**config.mk**
```make
export PLATFORM = sky130hd
export DESIGN_NAME = cva6_load_tracker_flat
export DESIGN_NICKNAME = d
export VERILOG_FILES = /design/src/rtl/cva6_load_tracker_if.sv /design/src/rtl/cva6_load_tracker.sv /design/src/flat_wrapper.sv
export SDC_FILE = /design/constraint.sdc
export NUM_CORES = 1
export LEC_CHECK = 0
export CORE_UTILIZATION = 52
export DETAILED_ROUTE_END_ITERATION = 8
export PLACE_DENSITY = 0.86
export SETUP_SLACK_MARGIN = 0.02
export SYNTH_ARGS = -nofsm -noshare
export SYNTH_HDL_FRONTEND = slang
export SYNTH_SLANG_ARGS = --single-unit
```
**constraint.sdc**
```tcl
create_clock -name clk_i -period 5.5 [get_ports clk_i]
set_clock_uncertainty 0.05 [all_clocks]
set_input_delay 1.65 -clock clk_i [delete_from_list [all_inputs] [get_ports clk_i]]
set_output_delay 1.65 -clock clk_i [all_outputs]
set_load 0.05 [all_outputs]
```
**src/rtl/cva6_load_tracker_if.sv**
```systemverilog
// Load-unit / data-cache handshake bundle for cva6_load_tracker.
// The master drives requests and responses; the slave is the tracker itself.
interface cva6_load_tracker_if #(
   parameter int TID_WIDTH    = 4,
   parameter int XLEN         = 32,
   parameter int SBE_ID_WIDTH = 2,
   parameter int TAG_WIDTH    = 1
);
   localparam int OFF_W = $clog2(XLEN / 8);
   localparam int TAG_W = (TAG_WIDTH > 0) ? TAG_WIDTH : 1;

   logic                    flush_i;
   logic                    req_valid_i;
   logic                    req_ready_o;
   logic [SBE_ID_WIDTH-1:0] req_sbe_id_i;
   logic [OFF_W-1:0]        req_offset_i;
   logic [1:0]              req_size_i;
   logic                    req_signed_i;
   logic [TID_WIDTH-1:0]    req_tid_o;
   logic                    rsp_valid_i;
   logic [TID_WIDTH-1:0]    rsp_tid_i;
   logic [XLEN-1:0]         rsp_data_i;
   logic [TAG_W-1:0]        rsp_tag_i;
   logic                    wb_valid_o;
   logic [SBE_ID_WIDTH-1:0] wb_sbe_id_o;
   logic [XLEN-1:0]         wb_data_o;
   logic [TAG_W-1:0]        wb_tag_o;
   logic                    busy_o;
   logic                    err_o;

   modport master (
      output flush_i, req_valid_i, req_sbe_id_i, req_offset_i, req_size_i, req_signed_i,
      output rsp_valid_i, rsp_tid_i, rsp_data_i, rsp_tag_i,
      input  req_ready_o, req_tid_o, wb_valid_o, wb_sbe_id_o, wb_data_o, wb_tag_o,
      input  busy_o, err_o
   );

   modport slave (
      input  flush_i, req_valid_i, req_sbe_id_i, req_offset_i, req_size_i, req_signed_i,
      input  rsp_valid_i, rsp_tid_i, rsp_data_i, rsp_tag_i,
      output req_ready_o, req_tid_o, wb_valid_o, wb_sbe_id_o, wb_data_o, wb_tag_o,
      output busy_o, err_o
   );
endinterface

```
**src/rtl/cva6_load_tracker.sv**
```systemverilog
// Outstanding-load tracker: allocates IDs, matches out-of-order cache responses,
// aligns/extends data. Optional occupancy ports: CVA6_LOAD_TRACKER_OCCUPANCY_EN.
module cva6_load_tracker #(
   parameter int NR_ENTRIES   = 2,
   parameter int TID_WIDTH    = 4,
   parameter int XLEN         = 32,
   parameter int SBE_ID_WIDTH = 2,
   parameter int TAG_WIDTH    = 1
) (
   input  logic                clk_i,
   input  logic                rst_i,
   cva6_load_tracker_if.slave  bus
`ifdef CVA6_LOAD_TRACKER_OCCUPANCY_EN
   ,
   output logic [$clog2(NR_ENTRIES+1)-1:0] occupancy_o,
   output logic [$clog2(NR_ENTRIES+1)-1:0] high_water_o
`endif
);
   localparam int OFF_W = $clog2(XLEN / 8);
   localparam int TAG_W = (TAG_WIDTH > 0) ? TAG_WIDTH : 1;
   localparam int CNT_W = $clog2(NR_ENTRIES + 1);

   function automatic int width_of(input logic [1:0] size);
      int w;
      w = 8 << size;
      if (w > XLEN) w = XLEN;
      return w;
   endfunction

   function automatic logic [XLEN-1:0] align_data(input logic [XLEN-1:0] raw,
                                                  input logic [OFF_W-1:0] off,
                                                  input logic [1:0] size,
                                                  input logic sgn);
      logic [XLEN-1:0] sh;
      logic [XLEN-1:0] res;
      logic            fill;
      int              nbits;
      sh    = raw >> {off, 3'b000};
      nbits = width_of(size);
      fill  = sgn & sh[nbits-1];
      for (int i = 0; i < XLEN; i++) res[i] = (i < nbits) ? sh[i] : fill;
      return res;
   endfunction

   logic [NR_ENTRIES-1:0]   valid_q, valid_d, killed_q, killed_d, hit;
   logic [SBE_ID_WIDTH-1:0] sbe_q  [NR_ENTRIES];
   logic [OFF_W-1:0]        off_q  [NR_ENTRIES];
   logic [1:0]              size_q [NR_ENTRIES];
   logic                    sgn_q  [NR_ENTRIES];
   logic [TID_WIDTH-1:0]    free_idx, last_tid_q;
   logic                    any_free, alloc, good;
   logic [SBE_ID_WIDTH-1:0] hit_sbe;
   logic [OFF_W-1:0]        hit_off;
   logic [1:0]              hit_size;
   logic                    hit_sgn, hit_killed;
   logic                    wb_valid_p1, err_p1;
   logic [SBE_ID_WIDTH-1:0] wb_sbe_p1;
   logic [XLEN-1:0]         wb_data_p1;
   logic [TAG_W-1:0]        wb_tag_p1;

   // Allocation uses only the registered valid vector, so a slot freed this
   // cycle cannot be handed out until the next one.
   always_comb begin
      any_free = 1'b0;
      free_idx = '0;
      for (int i = NR_ENTRIES - 1; i >= 0; i--) begin
         if (!valid_q[i]) begin
            any_free = 1'b1;
            free_idx = TID_WIDTH'(i);
         end
      end
   end

   assign bus.req_ready_o = !bus.flush_i && any_free;
   assign bus.req_tid_o   = any_free ? free_idx : last_tid_q;
   assign alloc           = bus.req_valid_i && bus.req_ready_o;

   always_comb begin
      hit        = '0;
      hit_sbe    = '0;
      hit_off    = '0;
      hit_size   = '0;
      hit_sgn    = 1'b0;
      hit_killed = 1'b0;
      for (int i = 0; i < NR_ENTRIES; i++) begin
         if (bus.rsp_valid_i && bus.rsp_tid_i == TID_WIDTH'(i) && valid_q[i]) begin
            hit[i]     = 1'b1;
            hit_sbe    = sbe_q[i];
            hit_off    = off_q[i];
            hit_size   = size_q[i];
            hit_sgn    = sgn_q[i];
            hit_killed = killed_q[i];
         end
      end
   end
   assign good = |hit;

   always_comb begin
      valid_d  = valid_q;
      killed_d = killed_q;
      for (int i = 0; i < NR_ENTRIES; i++) begin
         if (alloc && free_idx == TID_WIDTH'(i)) begin
            valid_d[i]  = 1'b1;
            killed_d[i] = 1'b0;
         end else if (hit[i]) begin
            valid_d[i]  = 1'b0;
            killed_d[i] = 1'b0;
         end else if (bus.flush_i && valid_q[i]) begin
            killed_d[i] = 1'b1;
         end
      end
   end

   always_ff @(posedge clk_i or posedge rst_i) begin
      if (rst_i) begin
         valid_q    <= '0;
         killed_q   <= '0;
         last_tid_q <= '0;
      end else begin
         valid_q  <= valid_d;
         killed_q <= killed_d;
         if (any_free) last_tid_q <= free_idx;
      end
   end

   always_ff @(posedge clk_i) begin
      for (int i = 0; i < NR_ENTRIES; i++) begin
         if (alloc && free_idx == TID_WIDTH'(i)) begin
            sbe_q[i]  <= bus.req_sbe_id_i;
            off_q[i]  <= bus.req_offset_i;
            size_q[i] <= bus.req_size_i;
            sgn_q[i]  <= bus.req_signed_i;
         end
      end
   end

   // p0 -> p1: response matched this cycle, writeback/error registered.
   always_ff @(posedge clk_i or posedge rst_i) begin
      if (rst_i) begin
         wb_valid_p1 <= 1'b0;
         err_p1      <= 1'b0;
         wb_sbe_p1   <= '0;
         wb_data_p1  <= '0;
         wb_tag_p1   <= '0;
      end else begin
         wb_valid_p1 <= good && !hit_killed;
         err_p1      <= bus.rsp_valid_i && !good;
         if (good && !hit_killed) begin
            wb_sbe_p1  <= hit_sbe;
            wb_data_p1 <= align_data(bus.rsp_data_i, hit_off, hit_size, hit_sgn);
            wb_tag_p1  <= (TAG_WIDTH > 0 && width_of(hit_size) == XLEN && hit_off == '0)
                          ? bus.rsp_tag_i : '0;
         end
      end
   end

   assign bus.wb_valid_o  = wb_valid_p1;
   assign bus.wb_sbe_id_o = wb_sbe_p1;
   assign bus.wb_data_o   = wb_data_p1;
   assign bus.wb_tag_o    = wb_tag_p1;
   assign bus.err_o       = err_p1;
   assign bus.busy_o      = |valid_q;

`ifdef CVA6_LOAD_TRACKER_OCCUPANCY_EN
   function automatic logic [CNT_W-1:0] popcount(input logic [NR_ENTRIES-1:0] v);
      logic [CNT_W-1:0] c;
      c = '0;
      for (int i = 0; i < NR_ENTRIES; i++) if (v[i]) c = c + CNT_W'(1);
      return c;
   endfunction

   logic [CNT_W-1:0] occ_q, hw_q, occ_d;
   assign occ_d = popcount(valid_d);

   always_ff @(posedge clk_i or posedge rst_i) begin
      if (rst_i) begin
         occ_q <= '0;
         hw_q  <= '0;
      end else begin
         occ_q <= occ_d;
         if (occ_d > hw_q) hw_q <= occ_d;
      end
   end

   assign occupancy_o  = occ_q;
   assign high_water_o = hw_q;
`endif
endmodule

```
**src/flat_wrapper.sv**
```systemverilog
// flat-port wrapper written by rule: the top's interface ports become plain ports
module cva6_load_tracker_flat 
#(
   parameter int NR_ENTRIES   = 2,
   parameter int TID_WIDTH    = 4,
   parameter int XLEN         = 32,
   parameter int SBE_ID_WIDTH = 2,
   parameter int TAG_WIDTH    = 1
)
  (clk_i, rst_i, bus_flush_i, bus_req_valid_i, bus_req_sbe_id_i, bus_req_offset_i, bus_req_size_i, bus_req_signed_i, bus_rsp_valid_i, bus_rsp_tid_i, bus_rsp_data_i, bus_rsp_tag_i, bus_req_ready_o, bus_req_tid_o, bus_wb_valid_o, bus_wb_sbe_id_o, bus_wb_data_o, bus_wb_tag_o, bus_busy_o, bus_err_o);
  cva6_load_tracker_if #(.TID_WIDTH(TID_WIDTH), .XLEN(XLEN), .SBE_ID_WIDTH(SBE_ID_WIDTH), .TAG_WIDTH(TAG_WIDTH)) bus_i ();
  input  logic clk_i;
  input  logic rst_i;
  input wire logic [$bits(bus_i.flush_i)-1:0] bus_flush_i;
  input wire logic [$bits(bus_i.req_valid_i)-1:0] bus_req_valid_i;
  input wire logic [$bits(bus_i.req_sbe_id_i)-1:0] bus_req_sbe_id_i;
  input wire logic [$bits(bus_i.req_offset_i)-1:0] bus_req_offset_i;
  input wire logic [$bits(bus_i.req_size_i)-1:0] bus_req_size_i;
  input wire logic [$bits(bus_i.req_signed_i)-1:0] bus_req_signed_i;
  input wire logic [$bits(bus_i.rsp_valid_i)-1:0] bus_rsp_valid_i;
  input wire logic [$bits(bus_i.rsp_tid_i)-1:0] bus_rsp_tid_i;
  input wire logic [$bits(bus_i.rsp_data_i)-1:0] bus_rsp_data_i;
  input wire logic [$bits(bus_i.rsp_tag_i)-1:0] bus_rsp_tag_i;
  output wire logic [$bits(bus_i.req_ready_o)-1:0] bus_req_ready_o;
  output wire logic [$bits(bus_i.req_tid_o)-1:0] bus_req_tid_o;
  output wire logic [$bits(bus_i.wb_valid_o)-1:0] bus_wb_valid_o;
  output wire logic [$bits(bus_i.wb_sbe_id_o)-1:0] bus_wb_sbe_id_o;
  output wire logic [$bits(bus_i.wb_data_o)-1:0] bus_wb_data_o;
  output wire logic [$bits(bus_i.wb_tag_o)-1:0] bus_wb_tag_o;
  output wire logic [$bits(bus_i.busy_o)-1:0] bus_busy_o;
  output wire logic [$bits(bus_i.err_o)-1:0] bus_err_o;
  assign bus_i.flush_i = bus_flush_i;
  assign bus_i.req_valid_i = bus_req_valid_i;
  assign bus_i.req_sbe_id_i = bus_req_sbe_id_i;
  assign bus_i.req_offset_i = bus_req_offset_i;
  assign bus_i.req_size_i = bus_req_size_i;
  assign bus_i.req_signed_i = bus_req_signed_i;
  assign bus_i.rsp_valid_i = bus_rsp_valid_i;
  assign bus_i.rsp_tid_i = bus_rsp_tid_i;
  assign bus_i.rsp_data_i = bus_rsp_data_i;
  assign bus_i.rsp_tag_i = bus_rsp_tag_i;
  assign bus_req_ready_o = bus_i.req_ready_o;
  assign bus_req_tid_o = bus_i.req_tid_o;
  assign bus_wb_valid_o = bus_i.wb_valid_o;
  assign bus_wb_sbe_id_o = bus_i.wb_sbe_id_o;
  assign bus_wb_data_o = bus_i.wb_data_o;
  assign bus_wb_tag_o = bus_i.wb_tag_o;
  assign bus_busy_o = bus_i.busy_o;
  assign bus_err_o = bus_i.err_o;
  cva6_load_tracker #(.NR_ENTRIES(NR_ENTRIES), .TID_WIDTH(TID_WIDTH), .XLEN(XLEN), .SBE_ID_WIDTH(SBE_ID_WIDTH), .TAG_WIDTH(TAG_WIDTH)) u_core (.clk_i(clk_i), .rst_i(rst_i), .bus(bus_i));
endmodule
```
### Word-level counts from Yosys, hierarchy flattened

Memory sizes are Yosys's and may differ from the RTL's.
Cells that the tools add are included.

| storage, ports and cells | value |
|---|---|
| bits in registers | 45 |
| memory bits (writable) | 14 |
| input bits | 49 |
| output and inout port bits | 43 |
| memories kept | 4 |

| operators by class | value |
|---|---|
| add/subtract/negate cells | 1 |
| order comparisons | 34 |
| equality and inequality tests | 3 |
| shift operators | 2 |
| mux-type cells | 81 |
| bitwise gates (word level) | 1 |
| reductions and logical operators | 29 |

Memories:

| memory | words | bits a word | rd ports | clocked after Yosys merged registers in | wr ports | RTL line | source |
|---|---|---|---|---|---|---|---|
| u_core.off_q | 2 | 2 | 2 | 0 | 1 | cva6_load_tracker.sv:47 | `logic [OFF_W-1:0] off_q [NR_ENTRIES];` |
| u_core.sbe_q | 2 | 2 | 2 | 0 | 1 | cva6_load_tracker.sv:46 | `logic [SBE_ID_WIDTH-1:0] sbe_q [NR_ENTRIES];` |
| u_core.size_q | 2 | 2 | 2 | 0 | 1 | cva6_load_tracker.sv:48 | `logic [1:0] size_q [NR_ENTRIES];` |
| u_core.sgn_q | 2 | 1 | 2 | 0 | 1 | cva6_load_tracker.sv:49 | `logic sgn_q [NR_ENTRIES];` |

Operator list:

| kind | number |
|---|---|
| 6-bit by 32-bit less-than comparator with 1-bit output, first input constant | 16 |
| 5-bit by 32-bit less-than comparator with 1-bit output, first input constant | 8 |
| 4-bit by 32-bit less-than comparator with 1-bit output, first input constant | 4 |
| 1-bit 2-to-1 mux | 67 |
| 3-bit by 32-bit less-than comparator with 1-bit output, first input constant | 2 |
| 32-bit 2-to-1 mux | 2 |
| 32-bit by 7-bit == test with 1-bit output, second input constant | 1 |
| 32-bit by 7-bit greater-than comparator with 1-bit output, second input constant | 1 |
| 1-bit by 32-bit less-than comparator with 1-bit output, first input constant | 1 |
| 2-bit by 32-bit less-than comparator with 1-bit output, first input constant | 1 |
| 32-bit by 7-bit less-than comparator with 1-bit output, second input constant | 1 |
| 4-bit by 2-bit left shift with 32-bit output, first input constant | 1 |
| 32-bit by 5-bit >> shifter with 32-bit output | 1 |
| 32-bit by 2-bit subtractor with 32-bit output, second input constant | 1 |
| 2-bit 2-to-1 mux | 9 |
| 1-bit logical AND | 13 |
| 2-bit OR reduction | 5 |
| 4-bit by 1-bit == test with 1-bit output, second input constant | 2 |
| 4-bit zero test | 2 |
| 4-bit 2-to-1 mux | 2 |
| 3-bit nonzero test | 2 |
| 1-bit binary-select mux with 5-bit select | 1 |
| 2-bit nonzero test | 2 |
| 1-bit zero test | 3 |
| 3 further kinds | 3 |

### Logic depth before layout (Yosys ltp)

Gate-level depths: netlist of run 1.

| logic depth | value |
|---|---|
| depth in word-level cells | 15 |
| depth in mapped cells | 12 |

### Worst setup path before layout of run 1

No wires, ideal clock.

| timing | value |
|---|---|
| path type | input to output |
| start | input bus_flush_i |
| end | output bus_req_ready_o |
| arrival time | 2410 ps |
| data required time | 3800 ps |
| slack | 1390 ps |
| stages on the path | 1 |
| path through | a21oi_1 |

| on the way | value |
|---|---|
| cells in the longest elaborated chain, start to end | 2 |

Ends and longest elaborated chain:

| element | RTL line | source |
|---|---|---|
| from (decl) | flat_wrapper.sv:14 | `input wire logic [$bits(bus_i.flush_i)-1:0] bus_flush_i;` |
| 1-bit zero test | cva6_load_tracker.sv:74 | `assign bus.req_ready_o = !bus.flush_i && any_free;` |
| 1-bit logical AND | cva6_load_tracker.sv:74 |  |
| to (decl) | flat_wrapper.sv:24 | `output wire logic [$bits(bus_i.req_ready_o)-1:0] bus_req_ready_o;` |

No other way between the ends.

### Worst setup path in the final report of run 1

Same ends and word-level chain as after synthesis.

==> impl_results.md, run 1 <==
* Crit path DAT at 3.11 ns
* Static leakage at 1.73 nW
* Die area at 6470 um^2
* DRT Wirelength at 8.67 mm
* Initial antenna violation count at 0
* Final Max Slew Viols at 0
* Synth Area in XOR/XNOR at 0
* Yosys reg bits at 59
* Hold depth at 1
* Max Buffers Root-to-Sink at 2
* IO buf count at 91
* Synth Flop Type: dfrtp_1
* R2R cell count at 6
* Share of layout cells above drive strength 1 at 0.125
* Post-synth net total at 364
* YS warnings at 0
* Postcts setup bufs at 0
* Post-Place Cell Area at 4140 um^2
* Largest net degree at the start of global routing at 46
* DRT Pass-1 Iters at 6
* Mapped Cells at 314
* Final Hold Viols at 0
* Number of routed nets with antenna violations at 0
* Tot Pwr at 1.82 mW
* Max-cap viol count at 0
* Vias per cell at 6.21
* Number of synthesized flops with an enable pin at 14
* Final nets at 452
* Setup violations, final at 0
* Worst-path fanout max at 5
* Clk pin slew, worst setup/hold paths at 0.07 ns
* Mean post-synth cell area at 10.2 um^2
* Routability cong. at 0.862
* TNS Setup at 0 ns
* DR iter-0 viols at 262
* CTS Sinks at 59
* Worst-margin pin slew at 1.29 ns
* HPWL after DPL at 6.08 mm
* Final instance area at 4340 um^2
* Finished Layout Cells at 482
* Period utilisation layout at 0.874
* Die Width at 80.5 um
* Synth Area in Compound Gates at 0.276
* Placed cell count at 466
* VDD IR max at 287 uV
* Cts repair resizes at 0
* Num CTS Buffers at 9
* Mapped Area at 3200 um^2
* Simple-Gate Fraction of Synth Area at 0.167
* Unrepaired setup endpoints after global routing: false
* # IOs at 92
* Seq/Total Area, Yosys at 0.483
* FF-to-FF setup slack at 2.61 ns
* Die Y-Extent at 80.5 um
* Crit. End Element: output pin
* Largest family of logic cells by synthesized area: compound AO/OA/AOI/OAI gates
* Residual DRC at 0
* Diodes inserted at 0
* Vias in the first global route at 2,875
* Multiplexer share of the synthesized area at 0.0250
* Total global-route track usage at 0.289
* Hold-fix buffers at CTS at 0
* Via count at 2,991
* Hold/Removal Path Class: flop to flop
* Worst-Skew Late Latency at 0.34 ns
* Post-synthesis cell type count at 56
* Adder-Cell Fraction of Synth Area at 0.00391
* Root buffer cell: clkbuf_8
* Fillers at 437
* Final min period at 4.81 ns
* Status: finished, final reports clean
* Rel. slew slack at 0.141
* Worst EP required at 3.80 ns
* Average wire per standard cell at 18.0 um
* # rows at 28
* Area growth syn-to-layout at 35.5%
* Peak Freq at 208 MHz
* Final Util at 0.732
* Core outline area at 5920 um^2
* Kind of critical path: input port to output pin
* CTS tree: yes
* Pwr dens at 419 nW/um^2
* H-tree Lvls at 3
* CP Launch Type: input port
* Starting Density at 0.541
* Grt ovf at 0
* Async set-reset flop share out of synthesis at 0.763
* First-pass GRT wire length at 13.9 mm
-- metrics by stage --
stage               worst slack, ns  hold slack (ns)
floorplan                      1.39            0.461
global placement              0.718            0.409
detailed placement            0.612            0.417
CTS                           0.695            0.435
global route                  0.615            0.450
finish                        0.693            0.428
-- where the power goes --
| part | total (mW) | internal, mW | switching [mW] |
|---|---|---|---|
| Sequential | 0.642 | 0.555 | 0.0864 |
| Clock | 0.391 | 0.209 | 0.182 |
| Combinational | 0.784 | 0.283 | 0.501 |
-- cells in the final DEF, fill, tap and decap left out, drive strengths merged, types with 7 or more instances in the layout --
cell and count:
a31oi 9, a211oi 8, a21o 10, nand3 8, clkbuf 10, nand2 26
nor2 32, and2 16, buf 7, o2bb2ai 7, edfxtp 14, a21oi 14
a311oi 7, clkdlybuf4s50 91, dfrtp 45, a22oi 17, o21ai 21, mux2i 8
-- kinds of logic after synthesis --
logic type / count (synthesis)
multiplexers: 8
AND/OR/NAND/NOR: 106
flip-flops: 59
AO/OA/AOI/OAI: 113
adder cells (fa/ha/maj): 1
buffers and inverters: 27
-- state kept, by name, indices dropped and copies added (netlist names) --
signal / cells
u_core.bus.err_o: 1
u_core.bus.wb_data_o: 32
u_core.bus.wb_sbe_id_o: 2
u_core.bus.wb_tag_o: 1
u_core.bus.wb_valid_o: 1
u_core.killed_q: 2
u_core.last_tid_q: 4
u_core.off_q: 4
u_core.sbe_q: 4
u_core.sgn_q: 2
u_core.size_q: 4
u_core.valid_q: 2
-- per-layer routing --
| layer | GRT usage | vias up | share of wire |
|---|---|---|---|
| li1 | - | 1363 | - |
| met2 | 0.472 | 189 | 0.49 |
| met4 | 0.173 | 0 | 0.040 |
| met1 | 0.361 | 1405 | 0.39 |
| met3 | 0.0432 | 34 | 0.079 |
| met5 | 0 | - | 0 |
-- final cells by class --
cell class / count / area (um^2) / share of cell area
clock buffers: 10 / 128 / 0.0294
clock inverters: 6 / 65.1 / 0.0150
inverters: 6 / 22.5 / 0.00519
multi-input cells: 228 / 1520 / 0.350
flip-flops and latches: 59 / 1550 / 0.357
well taps: 75 / 93.8 / 0.0216
repair buffers: 98 / 963 / 0.222
-- Yosys cell counts (all sizes together), types with 3 or more instances --
master	instances	area share
nor3	6	0.0094
nand2	26	0.031
a22oi	17	0.040
nor2	32	0.038
a311oi	7	0.019
a21o	10	0.023
and3	6	0.012
mux2i	8	0.025
clkbuf	9	0.011
o2111ai	3	0.0082
a21oi	14	0.032
o2bb2ai	7	0.019
inv	5	0.0059
nand3	8	0.013
edfxtp	14	0.13
and2	16	0.031
a31oi	9	0.018
a211oi	8	0.020
dfrtp	45	0.35
buf	12	0.027
o21ai	21	0.042
-- critical path, cell delays in order --
cell	delay [ns]
clkdlybuf4s50_1	0.49
a21oi_1	0.15
clkdlybuf4s50_1	0.81
-- path summary, 6_finish.rpt --
kind,startpoint,end
max,bus_flush_i,bus_req_ready_o
min,u_core.bus.wb_data_o[6],u_core.bus.wb_data_o[6]
max reg2reg,u_core.valid_q[1],u_core.bus.wb_data_o[26]
min reg2reg,u_core.bus.wb_data_o[6],u_core.bus.wb_data_o[6]
max in group asynchronous,rst_i,u_core.valid_q[1]
min in group asynchronous,rst_i,u_core.bus.wb_data_o[30]
(Power assumes the default switching activity.)
==> run 2: changes to the inputs <==
- GPL_ROUTABILITY_DRIVEN: default -> 0
==> results of run 2 <==
The final DEF is identical to that of run 1; final timing and power are the same.
